File: config.mk
export PLATFORM = sky130hd
export DESIGN_NAME = spi_txn_arbiter
export DESIGN_NICKNAME = d
export VERILOG_FILES = /design/src/rtl/spi_pkg.sv /design/src/rtl/rr_arbiter.sv /design/src/rtl/spi_txn_arbiter.sv
export SDC_FILE = /design/constraint.sdc
export NUM_CORES = 1
export LEC_CHECK = 0
export CAP_MARGIN = 40
export CELL_PAD_IN_SITES_DETAIL_PLACEMENT = 1
export CELL_PAD_IN_SITES_GLOBAL_PLACEMENT = 1
export CORE_ASPECT_RATIO = 2
export CORE_UTILIZATION = 29
export DETAILED_ROUTE_END_ITERATION = 12
export PLACE_DENSITY = 0.76
export SLEW_MARGIN = 20
export SYNTH_ARGS = -nofsm -noshare
export SYNTH_HDL_FRONTEND = slang
export SYNTH_SLANG_ARGS = --single-unit
export TNS_END_PERCENT = 100
File: constraint.sdc
create_clock -name clk -period 1.5 [get_ports clk]
set_input_delay 0.45 -clock clk [delete_from_list [all_inputs] [get_ports clk]]
set_output_delay 0.45 -clock clk [all_outputs]
set_load 0.1 [all_outputs]
File: src/rtl/spi_pkg.sv
// Shared types for the SPI transaction arbiter: FSM state encoding,
// default transfer width and requester index type.
package spi_pkg;

  localparam int SPI_DATA_W = 8;
  localparam int SPI_N_REQ  = 4;

  typedef logic [$clog2(SPI_N_REQ)-1:0] spi_req_idx_t;

  typedef enum logic [2:0] {
    ST_IDLE    = 3'd0,
    ST_ARB     = 3'd1,
    ST_SETUP   = 3'd2,
    ST_START   = 3'd3,
    ST_WAIT    = 3'd4,
    ST_RELEASE = 3'd5,
    ST_GAP     = 3'd6
  } spi_arb_state_t;

endpackage

File: src/rtl/rr_arbiter.sv
// Combinational round-robin picker: first set request at or after ptr_i,
// wrapping modulo N_REQ.
module rr_arbiter #(
  parameter int N_REQ = 4,
  parameter int IDX_W = $clog2(N_REQ)
) (
  input  logic [N_REQ-1:0] req_i,
  input  logic [IDX_W-1:0] ptr_i,
  output logic [N_REQ-1:0] grant_o,
  output logic [IDX_W-1:0] index_o,
  output logic             any_o
);

  logic found;

  // Two passes: upper half (>= ptr) has priority over the wrapped lower half.
  always_comb begin
    grant_o = '0;
    index_o = '0;
    found   = 1'b0;
    for (int j = 0; j < N_REQ; j++) begin
      if (!found && req_i[j] && (j >= int'(ptr_i))) begin
        found      = 1'b1;
        grant_o[j] = 1'b1;
        index_o    = IDX_W'(j);
      end
    end
    for (int j = 0; j < N_REQ; j++) begin
      if (!found && req_i[j] && (j < int'(ptr_i))) begin
        found      = 1'b1;
        grant_o[j] = 1'b1;
        index_o    = IDX_W'(j);
      end
    end
  end

  assign any_o = |req_i;

endmodule

File: src/rtl/spi_txn_arbiter.sv
// Round-robin arbiter sharing one SPI byte engine among N_REQ requesters.
// Optional watchdog on the engine completion: define SPI_ARB_TIMEOUT_EN.
module spi_txn_arbiter
  import spi_pkg::*;
#(
  parameter int N_REQ          = 4,
  parameter int DATA_W         = SPI_DATA_W,
  parameter int GAP_CYCLES     = 4,
  parameter int TIMEOUT_CYCLES = 1024
) (
  input  logic                    clk,
  input  logic                    rst_n,
  input  logic [N_REQ-1:0]        req,
  input  logic [N_REQ*DATA_W-1:0] req_data,
  output logic [N_REQ-1:0]        gnt,
  output logic [N_REQ-1:0]        done,
  output logic                    err,
  output logic [DATA_W-1:0]       rx_data,
  output logic [N_REQ-1:0]        cs_n,
  output logic                    eng_start,
  output logic [DATA_W-1:0]       eng_data,
  input  logic                    eng_busy,
  input  logic                    eng_done,
  input  logic [DATA_W-1:0]       eng_rx,
  output logic [2:0]              dbg_state
);

  localparam int IDX_W = $clog2(N_REQ);
  localparam int GAP_W = $clog2(GAP_CYCLES + 1);

  if (N_REQ < 2 || N_REQ > 8 || GAP_CYCLES < 1 || TIMEOUT_CYCLES < 1) begin : g_cfg_check
    $error("spi_txn_arbiter: unsupported parameter set");
  end

  spi_arb_state_t      state_q;
  logic [IDX_W-1:0]    ptr_q;
  logic [IDX_W-1:0]    ptr_d;
  logic [N_REQ-1:0]    sel_oh_q;
  logic [N_REQ-1:0]    gnt_q;
  logic [N_REQ-1:0]    done_q;
  logic [N_REQ-1:0]    cs_n_q;
  logic                eng_start_q;
  logic [DATA_W-1:0]   eng_data_q;
  logic [DATA_W-1:0]   rx_data_q;
  logic [GAP_W-1:0]    gap_q;

  logic [N_REQ-1:0]    arb_grant;
  logic [IDX_W-1:0]    arb_idx;
  logic                arb_any;
  logic [DATA_W-1:0]   pick_data;

  rr_arbiter #(
    .N_REQ (N_REQ),
    .IDX_W (IDX_W)
  ) u_rr (
    .req_i   (req),
    .ptr_i   (ptr_q),
    .grant_o (arb_grant),
    .index_o (arb_idx),
    .any_o   (arb_any)
  );

  always_comb begin
    pick_data = '0;
    for (int j = 0; j < N_REQ; j++) begin
      if (arb_grant[j]) pick_data = req_data[j*DATA_W +: DATA_W];
    end
  end

  assign ptr_d = (arb_idx == IDX_W'(N_REQ - 1)) ? '0 : arb_idx + IDX_W'(1);

`ifdef SPI_ARB_TIMEOUT_EN
  localparam int WD_W = $clog2(TIMEOUT_CYCLES + 1);
  logic [WD_W-1:0] wd_q;
  logic            err_q;
  assign err = err_q;
`else
  assign err = 1'b0;
`endif

  // All outputs are registered; pulses are cleared every cycle unless re-armed.
  always_ff @(posedge clk or negedge rst_n) begin
    if (!rst_n) begin
      state_q     <= ST_IDLE;
      ptr_q       <= '0;
      sel_oh_q    <= '0;
      gnt_q       <= '0;
      done_q      <= '0;
      cs_n_q      <= '1;
      eng_start_q <= 1'b0;
      eng_data_q  <= '0;
      rx_data_q   <= '0;
      gap_q       <= '0;
`ifdef SPI_ARB_TIMEOUT_EN
      wd_q        <= '0;
      err_q       <= 1'b0;
`endif
    end else begin
      gnt_q       <= '0;
      done_q      <= '0;
      eng_start_q <= 1'b0;
`ifdef SPI_ARB_TIMEOUT_EN
      err_q       <= 1'b0;
`endif
      case (state_q)
        ST_IDLE: begin
          if (|req) state_q <= ST_ARB;
        end
        ST_ARB: begin
          if (arb_any) begin
            sel_oh_q   <= arb_grant;
            eng_data_q <= pick_data;
            gnt_q      <= arb_grant;
            ptr_q      <= ptr_d;
            state_q    <= ST_SETUP;
          end else begin
            state_q <= ST_IDLE;
          end
        end
        ST_SETUP: begin
          cs_n_q  <= ~sel_oh_q;
          state_q <= ST_START;
        end
        ST_START: begin
          if (!eng_busy) begin
            eng_start_q <= 1'b1;
            state_q     <= ST_WAIT;
`ifdef SPI_ARB_TIMEOUT_EN
            wd_q        <= '0;
`endif
          end
        end
        ST_WAIT: begin
          if (eng_done) begin
            rx_data_q <= eng_rx;
            state_q   <= ST_RELEASE;
          end
`ifdef SPI_ARB_TIMEOUT_EN
          else if (wd_q == WD_W'(TIMEOUT_CYCLES - 1)) begin
            // Abort: free the bus without a completion and keep rx_data.
            cs_n_q  <= '1;
            err_q   <= 1'b1;
            gap_q   <= '0;
            state_q <= ST_GAP;
          end else begin
            wd_q <= wd_q + WD_W'(1);
          end
`endif
        end
        ST_RELEASE: begin
          cs_n_q  <= '1;
          done_q  <= sel_oh_q;
          gap_q   <= '0;
          state_q <= ST_GAP;
        end
        ST_GAP: begin
          if (gap_q == GAP_W'(GAP_CYCLES - 1)) state_q <= ST_IDLE;
          else                                  gap_q   <= gap_q + GAP_W'(1);
        end
        default: state_q <= ST_IDLE;
      endcase
    end
  end

  assign gnt       = gnt_q;
  assign done      = done_q;
  assign cs_n      = cs_n_q;
  assign eng_start = eng_start_q;
  assign eng_data  = eng_data_q;
  assign rx_data   = rx_data_q;
  assign dbg_state = state_q;

endmodule

* Word-level counts from Yosys, hierarchy flattened *
Cells that the tools add are included.

cells by class
  add/sub/neg operators = 2
  $lt $le $gt $ge = 6
  eq/ne operators = 13
  mux-type cells = 37
  bitwise gates (word level) = 1
  reductions and logical operators = 26

operators with widths
  kind                                                                   number
  8-bit two-way mux                                                      4
  3-bit one-hot mux with 7 select lines                                  1
  1-bit two-way mux                                                      15
  3-bit two-way mux                                                      5
  2-bit two-way mux                                                      7
  1-bit logical AND                                                      12
  4-bit two-way mux                                                      3
  2-bit != test (second input constant)                                  5
  3-bit by 2-bit == test with 1-bit output (second input constant)       3
  3-bit == test (second input constant)                                  3
  4-bit one-hot mux with 2 select lines                                  1
  1-bit logical NOT                                                      6
  3-bit one-hot mux with 2 select lines                                  1
  2-bit AND reduction                                                    3
  1-bit by 2-bit >= comparator with 1-bit output (first input constant)  2
  1-bit by 2-bit < comparator with 1-bit output (first input constant)   2
  4-bit NOT                                                              1
  4-bit AND reduction                                                    1
  2-bit nonzero test                                                     2
  4-bit OR reduction                                                     1
  3-bit by 1-bit adder with 3-bit output (second input constant)         1
  3-bit by 1-bit == test with 1-bit output (second input constant)       1
  3-bit logical NOT                                                      1
  2-bit by 1-bit adder with 2-bit output (second input constant)         1
  3 further kinds                                                        3

word-level totals
  register bits after elaboration = 41
  input port bits = 48
  output and inout port bits = 33

* Logic depth before layout (Yosys ltp) *
Gate-level depths: netlist (run 1).

  word-level depth = 28
  gate-level depth with buffers = 7
  mapped depth without buffers = 6

* By module *
Synthesis (run 1) repeated with hierarchy kept, for this count alone.

unflattened totals
  cell total of the unflattened synthesis = 217
  area total of the unflattened synthesis = 2237.1 um^2

modules (own cells, without submodules)
  module           instances  cells each  area an instance (um^2)
  spi_txn_arbiter  1          184         2014.4
  rr_arbiter       1          33          222.7

* Worst setup path after synthesis (run 1) *
No wires, ideal clock.

  kind = register -> register
  start = register state_q[2], in the netlist dbg_state[2]
  end = register rx_data_q[0], in the netlist rx_data[0]
  library setup time = 0.125 ns
  arrival time = 2.050 ns
  required time = 1.375 ns
  path slack = -0.675 ns
  stages on the path, launching flop included = 5
  clock period less this slack = 2.175 ns
  cells stage by stage = dfrtp_1 > buf_2 > nand2_1 > nor3_2 > mux2_2

on the way
  longest elaborated chain between the ends = 2

RTL lines
  what                                  line                    RTL
  start, declared                       spi_txn_arbiter.sv:35   spi_arb_state_t state_q;
  start signal, assigned                spi_txn_arbiter.sv:84   state_q <= ST_IDLE;
  start signal, assigned                spi_txn_arbiter.sv:107  if (|req) state_q <= ST_ARB;
  start signal, assigned                spi_txn_arbiter.sv:115  state_q <= ST_SETUP;
  3-bit == test                         spi_txn_arbiter.sv:105  case (state_q)
  2-bit AND reduction (no source line)  n/a
  end signal, assigned                  spi_txn_arbiter.sv:135  rx_data_q <= eng_rx;
  end, declared                         spi_txn_arbiter.sv:44   logic [DATA_W-1:0] rx_data_q;

No other way between the ends.
A chain may end at the register's enable or synchronous reset.

* Worst setup path after layout (run 1) *
  start = register ptr_q[0]
  end = register eng_data_q[4], in the netlist eng_data[4]

on the way
  longest elaborated chain between the ends = 28
  elaborated cells on any way between the ends = 40
  classes of those cells = 6 x order compare; 16 x mux; 18 x reduce/logical

RTL lines
  what                                            line                    RTL
  start, declared                                 spi_txn_arbiter.sv:36   logic [IDX_W-1:0] ptr_q;
  start signal, assigned                          spi_txn_arbiter.sv:114  ptr_q <= ptr_d;
  1-bit by 2-bit >= comparator with 1-bit output  rr_arbiter.sv:22        if (!found && req_i[j] && (j >= int'(ptr_i))) begin
  1-bit logical AND                               rr_arbiter.sv:22
  1-bit two-way mux                               rr_arbiter.sv:22
  1-bit logical NOT                               rr_arbiter.sv:22
  1-bit logical AND (2 in a row)                  rr_arbiter.sv:22
  1-bit two-way mux                               rr_arbiter.sv:22
  1-bit logical NOT                               rr_arbiter.sv:22
  1-bit logical AND (2 in a row)                  rr_arbiter.sv:22
  [... 8 more ...]                                n/a
  1-bit logical NOT                               rr_arbiter.sv:29        if (!found && req_i[j] && (j < int'(ptr_i))) begin
  1-bit logical AND (2 in a row)                  rr_arbiter.sv:29
  1-bit two-way mux                               rr_arbiter.sv:29
  1-bit logical NOT                               rr_arbiter.sv:29
  1-bit logical AND (2 in a row)                  rr_arbiter.sv:29
  1-bit two-way mux                               rr_arbiter.sv:29
  8-bit two-way mux                               spi_txn_arbiter.sv:66   if (arb_grant[j]) pick_data = req_data[j*DATA_W +: DATA_W];
  8-bit two-way mux *                             spi_txn_arbiter.sv:66
  end signal, assigned                            spi_txn_arbiter.sv:112  eng_data_q <= pick_data;
  end, declared                                   spi_txn_arbiter.sv:43   logic [DATA_W-1:0] eng_data_q;

Every way passes the cells marked *; elsewhere a longest branch is shown, timed or not.

==> results of run 1 <==
[cell type report]
type / instances / area (µm²)
timing repair buffer: 113 / 1410
inverter: 4 / 15.0
multi-input combinational: 143 / 1110
clock inverter: 2 / 13.8
fill: 760 / 3040
sequential: 41 / 1040
tap: 90 / 113
clock buffer: 6 / 139
[where the power goes]
part	leakage [nW]	total [mW]	internal [mW]	switching, mW
clock	0.0768	1.11	0.662	0.449
sequential	0.507	2.19	1.63	0.559
combinational	1.11	6.40	2.59	3.82
[sequential cells by signal (all words and copies together) (netlist names)]
name	cells
cs_n	4
dbg_state	3
done	4
eng_data	8
eng_start	1
gap_q	3
gnt	4
ptr_q	2
rx_data	8
sel_oh_q	4
[how the worst max path moves through the flow]
| stage | endpoint | slack [ps] | cells past startpoint |
|---|---|---|---|
| floorplan | rx_data[0] | -160 | 4 |
| global placement | eng_data[1] | -650 | 6 |
| detailed placement | eng_data[1] | -740 | 6 |
| CTS | eng_data[1] | -130 | 5 |
| global route | eng_data[4] | -180 | 6 |
| finish | eng_data[4] | -110 | 6 |
[repair_timing]
action	4_1_cts	5_1_grt
setup endpoints to repair	31	31
setup buffers	5	4
resized for setup	30	16
gates cloned	2	0
pin swaps	4	5
[metrics by stage]
stage / std cells / total power, mW / setup slack (ps) / util (%)
after floorplan: 197 / 5.71 / -157 / -
after global placement: 380 / 7.94 / -655 / 50.5
after detailed placement: 380 / 8.08 / -737 / 50.5
after CTS: 395 / 9.49 / -129 / 54.4
after global routing: 399 / 10.1 / -181 / 55.9
final: 399 / 9.70 / -106 / 55.9
[layout by cell type, fill, tap and decap left out, types with 4 or more instances in the layout]
cell	instances
a21boi_0	6
a21o_1	4
a21oi_1	7
and2_1	5
and4bb_1	4
buf_12	36
buf_4	28
clkbuf_16	5
clkdlybuf4s50_1	41
dfrtp_1	32
dfstp_2	4
mux2_2	7
nand2_1	29
nor2_1	11
nor2b_1	6
o21ai_0	8
o221ai_2	4
o31ai_1	6
[layer usage]
metal | part of all wire, % | GRT usage (%) | vias up | wire length (µm)
met1 | 32 | 19.2 | 995 | 2300
li1 | - | - | 936 | -
met4 | 5.3 | 13.8 | 0 | 383
met5 | 0 | 0 | - | 0
met2 | 60 | 39.5 | 61 | 4360
met3 | 2.8 | 2.35 | 18 | 204
[critical path, delay by kind of cell, from the launching register on]
| family | cells | cell delay (ps) |
|---|---|---|
| compound gates | 3 | 410 |
| flops | 1 | 470 |
| buf+inv | 1 | 160 |
| simple gates | 2 | 450 |
[cell families (layout without fill, tap and decap cells)]
group / Yosys count / count (layout) / synth area share, %
AO/OA/AOI/OAI: 57 / 59 / 20.7
adder cells (fa/ha/maj): 2 / 2 / 1.22
buffers and inverters: 15 / 125 / 3.95
flip-flops: 41 / 41 / 50.1
multiplexers: 9 / 9 / 4.86
other: 1 / 1 / 0.182
AND/OR/NAND/NOR: 72 / 72 / 19.0
==> key figures, run 1 <==
STA
  • Fin. Hold Viols: 0
  • Setup TNS: -607 ps
  • Period utilization: 107%
  • Final Hold Slack: 133 ps
  • Final Skew: 2.72 ps
  • Final setup margin: -106 ps
  • Max Slew Vio Count: 0
  • Final number of setup-violating endpoints: 9
  • Max Freq: 0.623 GHz
  • RSZ-0062 raised after global routing: true
  • Final min period: 1610 ps

Power and ir drop
  • Static leakage: 1.69 nW
  • PwrDens: 2520 nW/µm²
  • Peak supply drop: 0.00111 V

Yosys
  • EDFF count, synth: 0
  • Count leader, synth: dfrtp_1
  • Ys flop type: dfrtp_1
  • Syn_area_per_cell: 10.4 µm²
  • Number of library cell types mapped by synthesis: 45
  • Post-synth top area share: 45.0%
  • Post-Syn Nets: 247
  • Ys async rst share: 100%
  • Synthesized flop and latch total: 41
  • Synth area leader: dfrtp_1
  • Top post-synthesis cells by count: dfrtp_1, nand2_1, nor2_1
  • Sequential share of the synthesized area: 50.1%
  • Synth Instances: 197
  • Area contributors post-synth: dfrtp_1, nand2_1, dfstp_2, mux2_2, o31ai_1
  • Cell area after synthesis: 2060 µm²
  • YS warnings: 0

Clocking
  • Clock Sinks: 41
  • Num CTS Buffers: 5
  • Clk Tree Root Cell: clkbuf_16
  • Clk Latency, worst-skew pair: 290 ps
  • Clk slew on worst S/H paths: 60 ps
  • Longest Clk Path Bufs: 2
  • H-tree lvl count: 2
  • Post-CTS Hold Fix Bufs: 0
  • CTS tree: done

Critical path
  • Register-to-Register Setup Slack: -110 ps
  • Worst stage delay on the critical path: 470 ps
  • Crit path launch: ptr_q[0]
  • Crit-path slowest cell: dfrtp_2
  • Reg2reg end: eng_data[4]
  • Worst endpoint required time: 1670 ps
  • Arrival time worst endpoint: 1780 ps
  • Reg2reg start: ptr_q[0]
  • CP Cell Sequence: nor2b_1, o21ai_2, buf_12, a21boi_0, nor4bb_1, o31ai_1
  • Crit-path max FO: 8
  • Startpoint types: flip-flop
  • Critical Path End Type: flip-flop
  • Critical path class: flip-flop to flip-flop
  • Reg2reg path depth: 6

Layout
  • Layout area overhead: 87.0%
  • Layout cells sized above 1: 40.1%
  • Final net count: 358
  • ANT cells: 0
  • Design area: 3850 µm²

Global routing
  • Total grt overflow: 0
  • Number of global-route vias before repair: 2194
  • First-pass GRT wire length: 11100 µm
  • Total Routing Usage GR: 20.9%
  • Initial antenna violation count: 0
  • Largest net degree at the start of global routing: 23

Placement
  • Routability cong.: 0.785
  • Placed inst area: 3480 µm²
  • DP Wirelength: 5020 µm
  • PortBufs: 79

Hold path
  • Worst Hold Class: primary input to async pin

Route
  • Pre-Repair DR Iteration Count: 6
  • Wire length per cell: 18.2 µm
  • DRT iter0 DRCs: 33
  • Post-detailed-routing wire length: 7240 µm
  • DRC: 0
  • Via-to-Cell Ratio: 5.04
  • DRT antenna net count: 0
  • Via count: 2010

Floorplanning
  • Die Ht: 121 µm
  • Die X: 61.6 µm
  • Starting density of the core: 29.9%
  • Core area: 6890 µm²
  • Die Area: 7460 µm²
  • FP Rows: 43
  • Top Ports: 81

Status
  • Failing checks: negative setup slack
  • Outcome: finished, violations left

Run
  • Max-cap violation count: 0
No activity file was read; power rests on OpenSTA's default activity.
==> inputs of run 2 (changes only) <==
--- a/config.mk
+++ b/config.mk
@@ -12,7 +12,7 @@
 export CORE_UTILIZATION = 29
 export DETAILED_ROUTE_END_ITERATION = 12
 export PLACE_DENSITY = 0.76
-export SLEW_MARGIN = 20
+export SLEW_MARGIN = 10
 export SYNTH_ARGS = -nofsm -noshare
 export SYNTH_HDL_FRONTEND = slang
 export SYNTH_SLANG_ARGS = --single-unit
==> results of run 2 <==
Same layout as run 1: the final DEF is identical, and so are final timing and power.
